$ cat src/rtl/ifu_pkg.sv
// Shared types and constants for the instruction fetch unit.
// Optional build macro: IFU_ZERO_SKIP_EN (all-zero slots are treated as padding).
package ifu_pkg;

  localparam int         IM_WORDS = 64;
  localparam int         WA_W     = 6;
  localparam int         SEL_W    = 5;
  localparam logic [1:0] OPC_32   = 2'b11;

  typedef logic [31:0] slot_t;

  typedef enum logic [1:0] {
    IDLE,
    LOAD,
    SCAN,
    HOLD
  } ifu_state_e;

endpackage

$ cat src/rtl/ifu_slot_classify.sv
// Selects the active 32-bit slot from a captured word pair and classifies it.
// Compressed slots are returned zero-extended from their low half.
module ifu_slot_classify
  import ifu_pkg::*;
(
  input  logic [63:0] bundle,
  input  logic        sel_odd,
  output logic [31:0] slot_data,
  output logic        slot_is_c,
  output logic        slot_zero
);

  slot_t slot;

  // Slot mux, compressed/zero detection and zero-extension
  always_comb begin
    slot      = sel_odd ? bundle[31:0] : bundle[63:32];
    slot_is_c = (slot[1:0] != OPC_32);
    slot_zero = (slot == '0);
    slot_data = slot_is_c ? {16'h0000, slot[15:0]} : slot;
  end

endmodule

$ cat src/rtl/instr_fetch_unit.sv
// Instruction fetch unit: reads word pairs from the 64-word instruction
// memory, scans each slot in order and issues it to decode over valid/ready.
// Redirects from execute restart fetch at the given word address.
// Optional build macro: IFU_ZERO_SKIP_EN -- when defined, all-zero slots are
// skipped as padding; when undefined they are issued as compressed zeros.
//
// state | meaning
// IDLE  | stopped; waits for fetch_en, redirects only update wa
// LOAD  | pc_sel = wa[5:1]; word pair captured at the edge
// SCAN  | classify slot at wa; issue it, or skip padding
// HOLD  | instruction presented; waits for inst_ready
module instr_fetch_unit
  import ifu_pkg::*;
#(
  parameter int CNT_W = 16
) (
  input  logic             clk,
  input  logic             reset,
  input  logic             fetch_en,
  output logic [4:0]       pc_sel,
  input  logic [63:0]      im_bundle,
  input  logic             redirect_valid,
  input  logic [5:0]       redirect_pc,
  output logic             inst_valid,
  input  logic             inst_ready,
  output logic [31:0]      inst_data,
  output logic             inst_is_c,
  output logic [5:0]       inst_pc,
  output logic [CNT_W-1:0] issued_count
);

`ifdef IFU_ZERO_SKIP_EN
  localparam bit ZERO_SKIP = 1'b1;
`else
  localparam bit ZERO_SKIP = 1'b0;
`endif

  ifu_state_e       state_q, state_d;
  logic [WA_W-1:0]  wa_q, wa_d;
  logic [63:0]      bundle_q, bundle_d;
  logic             inst_valid_q, inst_valid_d;
  logic [31:0]      inst_data_q, inst_data_d;
  logic             inst_is_c_q, inst_is_c_d;
  logic [WA_W-1:0]  inst_pc_q, inst_pc_d;
  logic [CNT_W-1:0] issued_count_q, issued_count_d;

  logic [31:0]      slot_data;
  logic             slot_is_c;
  logic             slot_zero;
  logic [WA_W-1:0]  wa_inc;
  ifu_state_e       adv_state;
  logic             handshake;

  ifu_slot_classify u_classify (
    .bundle    (bundle_q),
    .sel_odd   (wa_q[0]),
    .slot_data (slot_data),
    .slot_is_c (slot_is_c),
    .slot_zero (slot_zero)
  );

  // Moving past an odd slot means the current pair is exhausted
  assign wa_inc    = wa_q + WA_W'(1);
  assign adv_state = wa_q[0] ? LOAD : SCAN;
  assign handshake = inst_valid_q & inst_ready;

  // Next-state, address and output-register computation
  always_comb begin
    state_d        = state_q;
    wa_d           = wa_q;
    bundle_d       = bundle_q;
    inst_valid_d   = inst_valid_q;
    inst_data_d    = inst_data_q;
    inst_is_c_d    = inst_is_c_q;
    inst_pc_d      = inst_pc_q;
    issued_count_d = issued_count_q;

    case (state_q)
      IDLE: begin
        if (redirect_valid) begin
          wa_d = redirect_pc;
        end else if (fetch_en) begin
          state_d = LOAD;
        end
      end
      LOAD: begin
        bundle_d = im_bundle;
        state_d  = SCAN;
      end
      SCAN: begin
        if (ZERO_SKIP && slot_zero) begin
          wa_d    = wa_inc;
          state_d = adv_state;
        end else begin
          inst_data_d  = slot_data;
          inst_is_c_d  = slot_is_c;
          inst_pc_d    = wa_q;
          inst_valid_d = 1'b1;
          state_d      = HOLD;
        end
      end
      HOLD: begin
        if (handshake) begin
          inst_valid_d = 1'b0;
          if (issued_count_q != {CNT_W{1'b1}}) begin
            issued_count_d = issued_count_q + CNT_W'(1);
          end
          wa_d    = wa_inc;
          state_d = fetch_en ? adv_state : IDLE;
        end
      end
      default: state_d = IDLE;
    endcase

    // A redirect overrides everything except a stopped unit; a handshake
    // completing in the same cycle has already been counted above.
    if (redirect_valid && (state_q != IDLE)) begin
      wa_d         = redirect_pc;
      inst_valid_d = 1'b0;
      state_d      = LOAD;
    end
  end

  // State and output registers with synchronous reset
  always_ff @(posedge clk) begin
    if (reset) begin
      state_q        <= IDLE;
      wa_q           <= '0;
      bundle_q       <= '0;
      inst_valid_q   <= 1'b0;
      inst_data_q    <= '0;
      inst_is_c_q    <= 1'b0;
      inst_pc_q      <= '0;
      issued_count_q <= '0;
    end else begin
      state_q        <= state_d;
      wa_q           <= wa_d;
      bundle_q       <= bundle_d;
      inst_valid_q   <= inst_valid_d;
      inst_data_q    <= inst_data_d;
      inst_is_c_q    <= inst_is_c_d;
      inst_pc_q      <= inst_pc_d;
      issued_count_q <= issued_count_d;
    end
  end

  assign pc_sel       = wa_q[WA_W-1:1];
  assign inst_valid   = inst_valid_q;
  assign inst_data    = inst_data_q;
  assign inst_is_c    = inst_is_c_q;
  assign inst_pc      = inst_pc_q;
  assign issued_count = issued_count_q;

endmodule

$ cat config.mk
export PLATFORM = sky130hd
export DESIGN_NAME = instr_fetch_unit
export DESIGN_NICKNAME = d
export VERILOG_FILES = /design/src/rtl/ifu_pkg.sv /design/src/rtl/ifu_slot_classify.sv /design/src/rtl/instr_fetch_unit.sv
export SDC_FILE = /design/constraint.sdc
export NUM_CORES = 1
export LEC_CHECK = 0
export CORE_MARGIN = 2
export CORE_UTILIZATION = 30
export CTS_BUF_LIST = sky130_fd_sc_hd__clkbuf_4
export CTS_CLUSTER_SIZE = 8
export DETAILED_ROUTE_END_ITERATION = 10
export MAX_ROUTING_LAYER = met4
export PLACE_DENSITY_LB_ADDON = 0.15
export REMOVE_ABC_BUFFERS = 1
export SLEW_MARGIN = 10
export SYNTH_ARGS = -nofsm -noshare
export SYNTH_HDL_FRONTEND = slang
export SYNTH_SLANG_ARGS = --single-unit
$ cat constraint.sdc
create_clock -name clk -period 2.7 [get_ports clk]
set_clock_uncertainty 0.15 [all_clocks]
set_input_delay 0.27 -clock clk [delete_from_list [all_inputs] [get_ports clk]]
set_output_delay 0.27 -clock clk [all_outputs]
set_load 0.01 [all_outputs]
==> flow_summary.ini, run 1 <==
[clock_tree]
insertion_delay_ns = 0.51
holdBufCountCts = 1
cts_sinks = 128
cts_max_level = 4
clock_buffers_created_by_tritoncts = 17
post_cts.repair.setup_buffers = 0
cts_buffer_depth = 2
clk_pin_slew_worst_paths_ns = 0.11
postCtsResizedCells = 0
cts_tree = built
cts.root.buffer_cell = clkbuf_4

[global_routing]
grt_pass1_wl_um = 22310
first_global_vias = 4521
grt_use_total_pct = 16.13
antenna_found_initial = 0
grt_overflow_total = 0
grt_start_max_net_pins = 70

[final_layout]
layout-drive-gt1-share_pct = 6.430
areaGrowthSynthToFinish_pct = 36.63
insertedDiodeCount = 0
finish.net_count = 827
final-instance-count-excl-fill = 982

[pwr]
power_leakage_nw = 2.307
ir_worst_vdd_uv = 213.0
sum_of_internal_switching_and_leakage_power_mw = 3.867
p_per_area_nw_per_um2 = 549.5

[hold_path]
hold_end = bundle_q[37]
min_from = im_bundle[37]
worst_hold_path.num_cells = 3
hold_class = input pin to register

[synth]
seq_area_frac_synth_pct = 49.74
post-synth-top-area-cell = dfxtp_1
mappedNetlistArea_sq_um = 5151
synth_top_flop_cell = dfxtp_1
yosys_warnings = 0
yosysTopAreaCellShare_pct = 49.74
synth-edff-count = 0
postSynthCellCount = 628
ys_seq_elements = 128
ys_types = 36
ys_async_sr_fraction_pct = 0
yosys-top-cells-area = dfxtp_1 50%, nand2_1 12%, a21oi_1 8.9%
syn_avg_cell_area_sq_um = 8.203

[drt]
antenna_left = 0
detailroute.via_count = 4840
router_iterations_before_antenna_repair = 4
vias_per_cell = 4.929
detail_route.iter0.violations = 185
drt_wl_total_um = 13910
drcViolationCount = 0
avgRoutedWirePerCell_um = 14.17

[die]
die_footprint_sq_um = 18230
ioPinCount = 136
core_sq_um = 16700
num_rows = 47
initial_core_util_pct = 30.84
fp.dieW_um = 135.0
die_y_um = 135.0

[worst_setup_path]
crit_arrival_ns = 2.47
setup.reg_to_reg.worst_slack_ns = 0.52
worstRegToRegCells = 4
r2r-start = state_q[1]
r2r-end = issued_count[13]
worst-setup-path-type = register to register
critPathCaptureType = register
required_ns = 2.99
worstPathMaxFanout = 9
worst_setup_path_start_kind = register

[timing]
period_minus_slack_ns = 2.175
setup_repair_after_global_routing_missed_its_margin = no
worst_slew_pin_slew_ns = 0.6780
timing_max_transition_violations_final = 0
hold_viol_final = 0
slew_headroom_pct = 54.80
setup_violations = 0
max_clock_freq_mhz = 459.7
final_min_period_over_clock_period_pct = 80.57

[place]
hpwlAfterDp_um = 9341
placed_cells = 950
globalplace.congestion = 0.7922
port_buffers = 135

[flow_run]
cap_violations = 0

[status]
outcome = complete, no violations
[routing by layer]
metal,wire length (um),vias up,part of all wire (%),global-route usage [%]
li1,-,2437,-,-
met1,6407,2225,46,19.92
met2,6243,160,45,24.53
met3,1043,18,7.5,5.968
met4,220,0,1.6,5.150
met5,0,-,0,-
[power by group]
group          internal (mW)  leakage, nW  switching [mW]  total [mW]
Clock                  0.677        0.160           0.655        1.33
Combinational          0.254         1.11           0.248       0.502
Sequential              1.98         1.04          0.0555        2.03
[critical path, cell delays in order (launching register included)]
cell,delay (ns)
dfxtp_1,0.48
nand4_1,0.19
or4_1,0.61
or4_1,0.54
a21oi_1,0.15
[final cells by class]
class,instances,area (sq um)
fillers,1683,9663
flip-flops and latches,128,2564
multi-input cells,447,2402
repair buffers,151,1496
well taps,220,275.3
clock buffers,22,165.2
clock inverters,9,116.4
inverters,5,18.77
[registers in the layout (all words and copies together) (netlist names)]
name / flops
issued_count: 16
wa_q: 6
inst_pc: 6
inst_valid: 1
state_q: 2
inst_is_c: 1
inst_data: 32
bundle_q: 64
[cell usage after synthesis, drive strengths merged, types with 2 or more instances]
| cell | count |
|---|---|
| a211oi | 36 |
| a21oi | 92 |
| a31oi | 3 |
| and2 | 2 |
| and3 | 4 |
| buf | 15 |
| clkbuf | 33 |
| dfxtp | 128 |
| ha | 2 |
| inv | 4 |
| mux2i | 32 |
| nand2 | 159 |
| nand2b | 2 |
| nand3 | 11 |
| nand4 | 9 |
| nor2 | 40 |
| nor2b | 2 |
| nor3 | 6 |
| nor4 | 5 |
| o21a | 3 |
| o21ai | 8 |
| o21bai | 2 |
| o311a | 2 |
| o31ai | 6 |
| o32ai | 2 |
| or3 | 6 |
| or4 | 7 |
[logic make-up (layout without fill, tap and decap cells)]
group / after synthesis / count (layout) / synth area share, %
AOI/OAI and AO/OA: 157 / 157 / 18.19
buffers and inverters: 53 / 187 / 3.959
and+or+nand+nor: 256 / 256 / 21.40
DFF: 128 / 128 / 49.75
muxes: 32 / 32 / 6.218
adders and majority gates: 2 / 2 / 0.4857
[layout by cell type (no fill, tap or decap), types with 2 or more instances in the layout]
master / netlist / final
nand2_1: 159 / 159
clkdlybuf4s50_1: 0 / 134
dfxtp_1: 128 / 127
a21oi_1: 92 / 92
nor2_1: 40 / 40
a211oi_1: 36 / 36
mux2i_1: 32 / 32
clkbuf_4: 0 / 22
buf_4: 0 / 14
nand3_1: 11 / 11
o21ai_0: 8 / 8
nand4_1: 8 / 8
or4_1: 7 / 7
o31ai_1: 6 / 6
nor3_1: 6 / 6
or3_1: 6 / 6
nor4_1: 5 / 5
clkinv_1: 1 / 4
inv_1: 4 / 4
and3_1: 4 / 4
a31oi_1: 3 / 3
o21a_1: 3 / 3
bufinv_16: 0 / 3
clkinv_2: 0 / 3
nor2b_4: 0 / 2
and2_1: 2 / 2
o21bai_1: 2 / 2
o311a_1: 2 / 2
o32ai_1: 2 / 2
ha_1: 2 / 2
buf_12: 0 / 2
[through the flow]
step	setup TNS, ns	worst slack, ns	hold slack (ns)	util, %	instance area, sq um
after detailed placement	0	0.2170	0.2971	40.40	6746
after global routing	0	0.4420	0.06304	42.14	7038
after floorplan	-48.63	-0.7064	0.1891	-	4966
after global placement	0	0.2273	0.2914	40.40	6746
final	0	0.5247	0.1490	42.14	7038
after CTS	0	0.5235	0.07808	42.14	7038
[how the worst max path moves through the flow]
stage | startpoint | to | cells past startpoint
floorplan | state_q[1] | inst_data[1] | 3
global placement | inst_ready | issued_count[13] | 5
detailed placement | inst_ready | issued_count[13] | 5
CTS | state_q[1] | issued_count[13] | 4
global route | state_q[1] | issued_count[13] | 4
finish | state_q[1] | issued_count[13] | 4
(Power assumes the default switching activity.)
==> run 2, diff against run 1 <==
clock period = 2.2 ns   (was 2.7 ns; I/O delays follow)
==> flow_summary.ini, run 2 (same netlist as run 1, synthesis figures left out) <==
[status]
outcome = complete, no violations

[clock_tree]
cts_max_level = 4
cts_sinks = 128
cts_tree = built
clock_buffers_created_by_tritoncts = 17
cts.root.buffer_cell = clkbuf_4
clk_pin_slew_worst_paths_ns = 0.10
cts_buffer_depth = 2
insertion_delay_ns = 0.52

[worst_setup_path]
timing.critical_path.buf_inv = 1
worst-setup-path-type = register to register
crit_path_cell_trace = nand4_1 > or4_1 > buf_4 > o31a_1 > a211oi_1
critical-path-max-stage-delay_ns = 0.56
required_ns = 2.49
worst_setup_path_start_kind = register
crit_arrival_ns = 2.35
cpMaxStageDelayCell = or4_1
critPathCaptureType = register
worstPathMaxFanout = 6
path_delay_family = simple AND/OR/NAND/NOR gates

[pwr]
p_per_area_nw_per_um2 = 650.6
ir_worst_vdd_uv = 269.4
sum_of_internal_switching_and_leakage_power_mw = 4.616
power_leakage_nw = 2.342

[die]
fp.dieW_um = 135.0
initial_core_util_pct = 30.84
core_sq_um = 16700
die_footprint_sq_um = 18230
num_rows = 47
ioPinCount = 136
die_y_um = 135.0

[global_routing]
antenna_found_initial = 0
grt_pass1_wl_um = 22770
grt_start_max_net_pins = 65
grt_use_total_pct = 16.26
first_global_vias = 4569
grt_overflow_total = 0

[timing]
setup_repair_after_global_routing_missed_its_margin = no
max_clock_freq_mhz = 485.2
slew_headroom_pct = 60.63
post-route-worst-setup-slack_ns = 0.1389
hold_viol_final = 0
setup-tns-final_ns = 0
period_minus_slack_ns = 2.061
worst_hold_slack_ns = 0.08367
setup_violations = 0
timing_max_transition_violations_final = 0
final_min_period_over_clock_period_pct = 93.69
worst_slew_pin_slew_ns = 0.5860

[drt]
router_iterations_before_antenna_repair = 4
drcViolationCount = 0
avgRoutedWirePerCell_um = 14.18
detail_route.iter0.violations = 216
antenna_left = 0
detailroute.via_count = 4796
drt_wl_total_um = 14040
vias_per_cell = 4.844

[final_layout]
final_common_cell = nand2_1
layout-drive-gt1-share_pct = 7.273
design_area_sq_um = 7094
mostFrequentLayoutCells = 159 x nand2_1, 134 x clkdlybuf4s50_1, 127 x dfxtp_1, 92 x a21oi_1, 40 x nor2_1
max_flop_register = bundle_q
fillers = 1694
insertedDiodeCount = 0
largest_reg_flops = 64
areaGrowthSynthToFinish_pct = 37.72
finish.net_count = 835

[place]
placedInstanceArea_sq_um = 6832
port_buffers = 135
post-place-ws_ns = -0.1534
globalplace.congestion = 0.7719
hpwlAfterDp_um = 9481

[flow_run]
cap_violations = 0

[hold_path]
hold_class = input pin to register
-- run 2: cell types whose count changed in the layout (fill, tap and decap cells not counted) --
| cell | change |
|---|---|
| clkinv_2 | +1 |
| clkbuf_4 | -1 |
| clkinv_1 | +1 |
| buf_12 | +2 |
| bufinv_16 | -1 |
| buf_4 | +6 |
-- run 2: power by group --
group	switching, mW	leakage, nW	internal [mW]	total [mW]
Combinational	0.310	1.15	0.322	0.633
Sequential	0.0662	1.04	2.43	2.49
Clock	0.792	0.147	0.696	1.49
-- run 2: worst paths after layout --
kind | to | start | slack (ns) | cells past startpoint
worst max-delay path | issued_count[15] | inst_valid | 0.14 | 5
worst min-delay path | bundle_q[43] | im_bundle[43] | 0.08 | 3
worst max register to register | issued_count[15] | inst_valid | 0.14 | 5
worst min register to register | bundle_q[35] | bundle_q[35] | 0.31 | 2
-- run 2: per-stage QoR --
| step | utilization, % | cells |
|---|---|---|
| after global routing | 42.48 | 990 |
| after detailed placement | 40.91 | 958 |
| after floorplan | - | 580 |
| after global placement | 40.91 | 958 |
| after CTS | 42.48 | 990 |
| final | 42.48 | 990 |
-- run 2: final cells by class --
type | count | area, sq um | share of cell area (%)
Clock buffer | 21 | 157.7 | 2.222
Tap cell | 220 | 275.3 | 3.880
Clock inverter | 10 | 95.09 | 1.340
Sequential cell | 128 | 2564 | 36.14
Inverter | 5 | 18.77 | 0.2646
Multi-Input combinational cell | 447 | 2402 | 33.86
Timing Repair Buffer | 159 | 1582 | 22.29
-- run 2: repair_timing --
action / 4_1_cts / 5_1_grt
hold endpoints to repair: 11 / 0
resized for setup: 0 / 0
setup buffers: 0 / 0
hold buffers: 1 / 0
setup endpoints to repair: 0 / 0
-- run 2: worst register-to-register path: cells and delay by family (launching register included) --
family          cells  cell delay [ns]
compound gates      2             0.49
buf+inv             1             0.18
flops               1             0.44
simple gates        2             0.72
-- run 2: routing by layer --
layer	global-route usage, %	vias up	routed length (um)
met1	21.01	2218	6687
li1	-	2443	-
met3	4.917	14	855
met2	24.14	121	6331
met4	5.729	0	167
met5	-	-	0
==> run 3, diff against run 2 <==
CTS_CLUSTER_DIAMETER = 60   (was default)
PLACE_DENSITY_LB_ADDON = default   (was 0.15)
SETUP_SLACK_MARGIN = 0.5   (was default)
==> flow_summary.ini, run 3 (same netlist as run 1, synthesis figures left out) <==
[status]
outcome = complete, no violations

[timing]
timing_max_transition_violations_final = 0
max_clock_freq_mhz = 516.1
setup_repair_after_global_routing_missed_its_margin = yes
worst_hold_slack_ns = 0.06469
setup_violations = 0
period_minus_slack_ns = 1.937
slew_headroom_pct = 74.71
hold_viol_final = 0
setup-tns-final_ns = 0
worst_slew_pin_slew_ns = 0.3759
final_min_period_over_clock_period_pct = 88.07

[pwr]
p_seq_share_pct = 49.4
ir_worst_vdd_uv = 280.1
p_per_area_nw_per_um2 = 655.5
power_leakage_nw = 2.888
sw_frac_of_total_pct = 26.74
portion_of_total_power_attributed_to_the_clock_network_pct = 37.2
internal-power_mw = 3.675
p_comb_share_pct = 13.4
sum_of_internal_switching_and_leakage_power_mw = 5.017
p_switching_mw = 1.342

[drt]
avgRoutedWirePerCell_um = 14.19
drt_wl_total_um = 14620
vias_per_cell = 4.855
detail_route.iter0.violations = 284
detailroute.via_count = 5001
drcViolationCount = 0
router_iterations_before_antenna_repair = 4
antenna_left = 0

[place]
globalplace.congestion = 0.8409
port_buffers = 135
hpwlAfterDp_um = 9504

[final_layout]
mostFrequentLayoutCells = 158 x nand2_1, 102 x dfxtp_1, 91 x a21oi_1, 73 x clkdlybuf4s50_1, 54 x dlygate4sd2_1
max_flop_register = bundle_q
final_core_util_pct = 45.83
largest_reg_flops = 64
finish.net_count = 873
final_common_cell = nand2_1
layout-drive-gt1-share_pct = 18.17
areaGrowthSynthToFinish_pct = 48.58

[global_routing]
grt_use_total_pct = 16.38
grt_overflow_total = 0
grt_pass1_wl_um = 22770
gr_met1_demand_resource_pct = 21.09
globalRoute.busiestLayer = met2
global_route.usage.met2_pct = 25.10
antenna_found_initial = 1
gr-usage-met3_pct = 4.167
grt_start_max_net_pins = 48
first_global_vias = 4505

[die]
core_sq_um = 16700
die_footprint_sq_um = 18230
fp.dieW_um = 135.0
die_y_um = 135.0
ioPinCount = 136
initial_core_util_pct = 30.84
num_rows = 47

[worst_setup_path]
worstSetupPathDepth = 4
worstPathMaxFanout = 4
timing.critical_path.buf_inv = 0
setup.reg_to_reg.worst_slack_ns = 0.26
path_delay_family = simple AND/OR/NAND/NOR gates
worst-setup-path-type = register to register
worst_setup_path_start_kind = register
cpMaxStageDelayCell = or4_4
r2r-end = issued_count[13]
required_ns = 2.52
r2r-start = state_q[0]
critical_path.startpoint = state_q[0]
critical-path-max-stage-delay_ns = 0.55
worstRegToRegCells = 4
crit_path_cell_trace = nand4_1 > or4_4 > or4_1 > a21oi_1
crit_arrival_ns = 2.26
critPathCaptureType = register

[clock_tree]
cts_tree = built
clock_buffers_created_by_tritoncts = 17
cts.root.buffer_cell = clkbuf_4
clk_pin_slew_worst_paths_ns = 0.12
cts_sinks = 128
cts_max_level = 4
cts_buffer_depth = 2
insertion_delay_ns = 0.53

[flow_run]
cap_violations = 0

[hold_path]
worst_hold_path.num_cells = 3
hold_class = input pin to register
min_from = im_bundle[7]
hold_end = bundle_q[7]
-- run 3: changes by cell type in the layout (fill, tap and decap cells not counted), moves of 12 or more --
cell,change
clkdlybuf4s50_1,-61
dlygate4sd2_1,+54
dfxtp_1,-25
buf_4,+22
dfxtp_4,+13
dfxtp_2,+12
-- run 3: stage by stage --
stage	cells	area, sq um	setup WS (ns)
5_1_grt	1030	7654	0.1584
3_3_place_gp	966	6892	-0.1434
3_5_place_dp	966	6892	-0.1260
2_1_floorplan	580	4966	-1.206
6_report	1030	7654	0.2626
4_1_cts	1007	7340	0.2692
-- run 3: timing repair --
action                                  4_1_cts  5_1_grt
pin swaps                                     5       16
endpoints found under the setup margin       97       73
gates cloned                                  0        2
gates resized for setup                     118       36
hold endpoints to repair                     21        0
hold buffers                                  2        0
buffers inserted                              7       20
-- run 3: how the worst max path moves through the flow --
stage / end / slack (ns)
2_1_floorplan: inst_data[1] / -1.21
3_3_place_gp: issued_count[13] / -0.14
3_5_place_dp: issued_count[15] / -0.13
4_1_cts: issued_count[14] / 0.27
5_1_grt: issued_count[9] / 0.16
6_report: issued_count[13] / 0.26
-- run 3: final cells by class --
class	instances	area (sq um)
Antenna cell	1	2.502
Clock buffer	17	127.6
Clock inverter	15	209.0
Fill cell	1718	9047
Inverter	5	18.77
Multi-Input combinational cell	447	2512
Sequential cell	128	2628
Tap cell	220	275.3
Timing Repair Buffer	197	1881
-- run 3: power groups by stage --
stage,Clock [mW],Combinational [mW],Sequential (mW)
2_1_floorplan,0,0.250,2.57
3_3_place_gp,0,0.648,2.54
3_5_place_dp,0,0.650,2.55
4_1_cts,1.95,0.644,2.48
5_1_grt,2.03,0.748,2.49
6_report,1.86,0.675,2.48
-- run 3: worst reg2reg max path, cell delays in order (launching register included) --
cell     delay, ns
dfxtp_2       0.35
nand4_1       0.20
or4_4         0.55
or4_1         0.51
a21oi_1       0.12
-- run 3: metal layers --
layer / share of wire, % / wire (um) / up-vias
met5: 0 / 0 / -
met4: 1.0 / 153 / 0
met3: 5.6 / 818 / 9
met2: 46 / 6702 / 127
met1: 47 / 6943 / 2332
li1: - / - / 2533
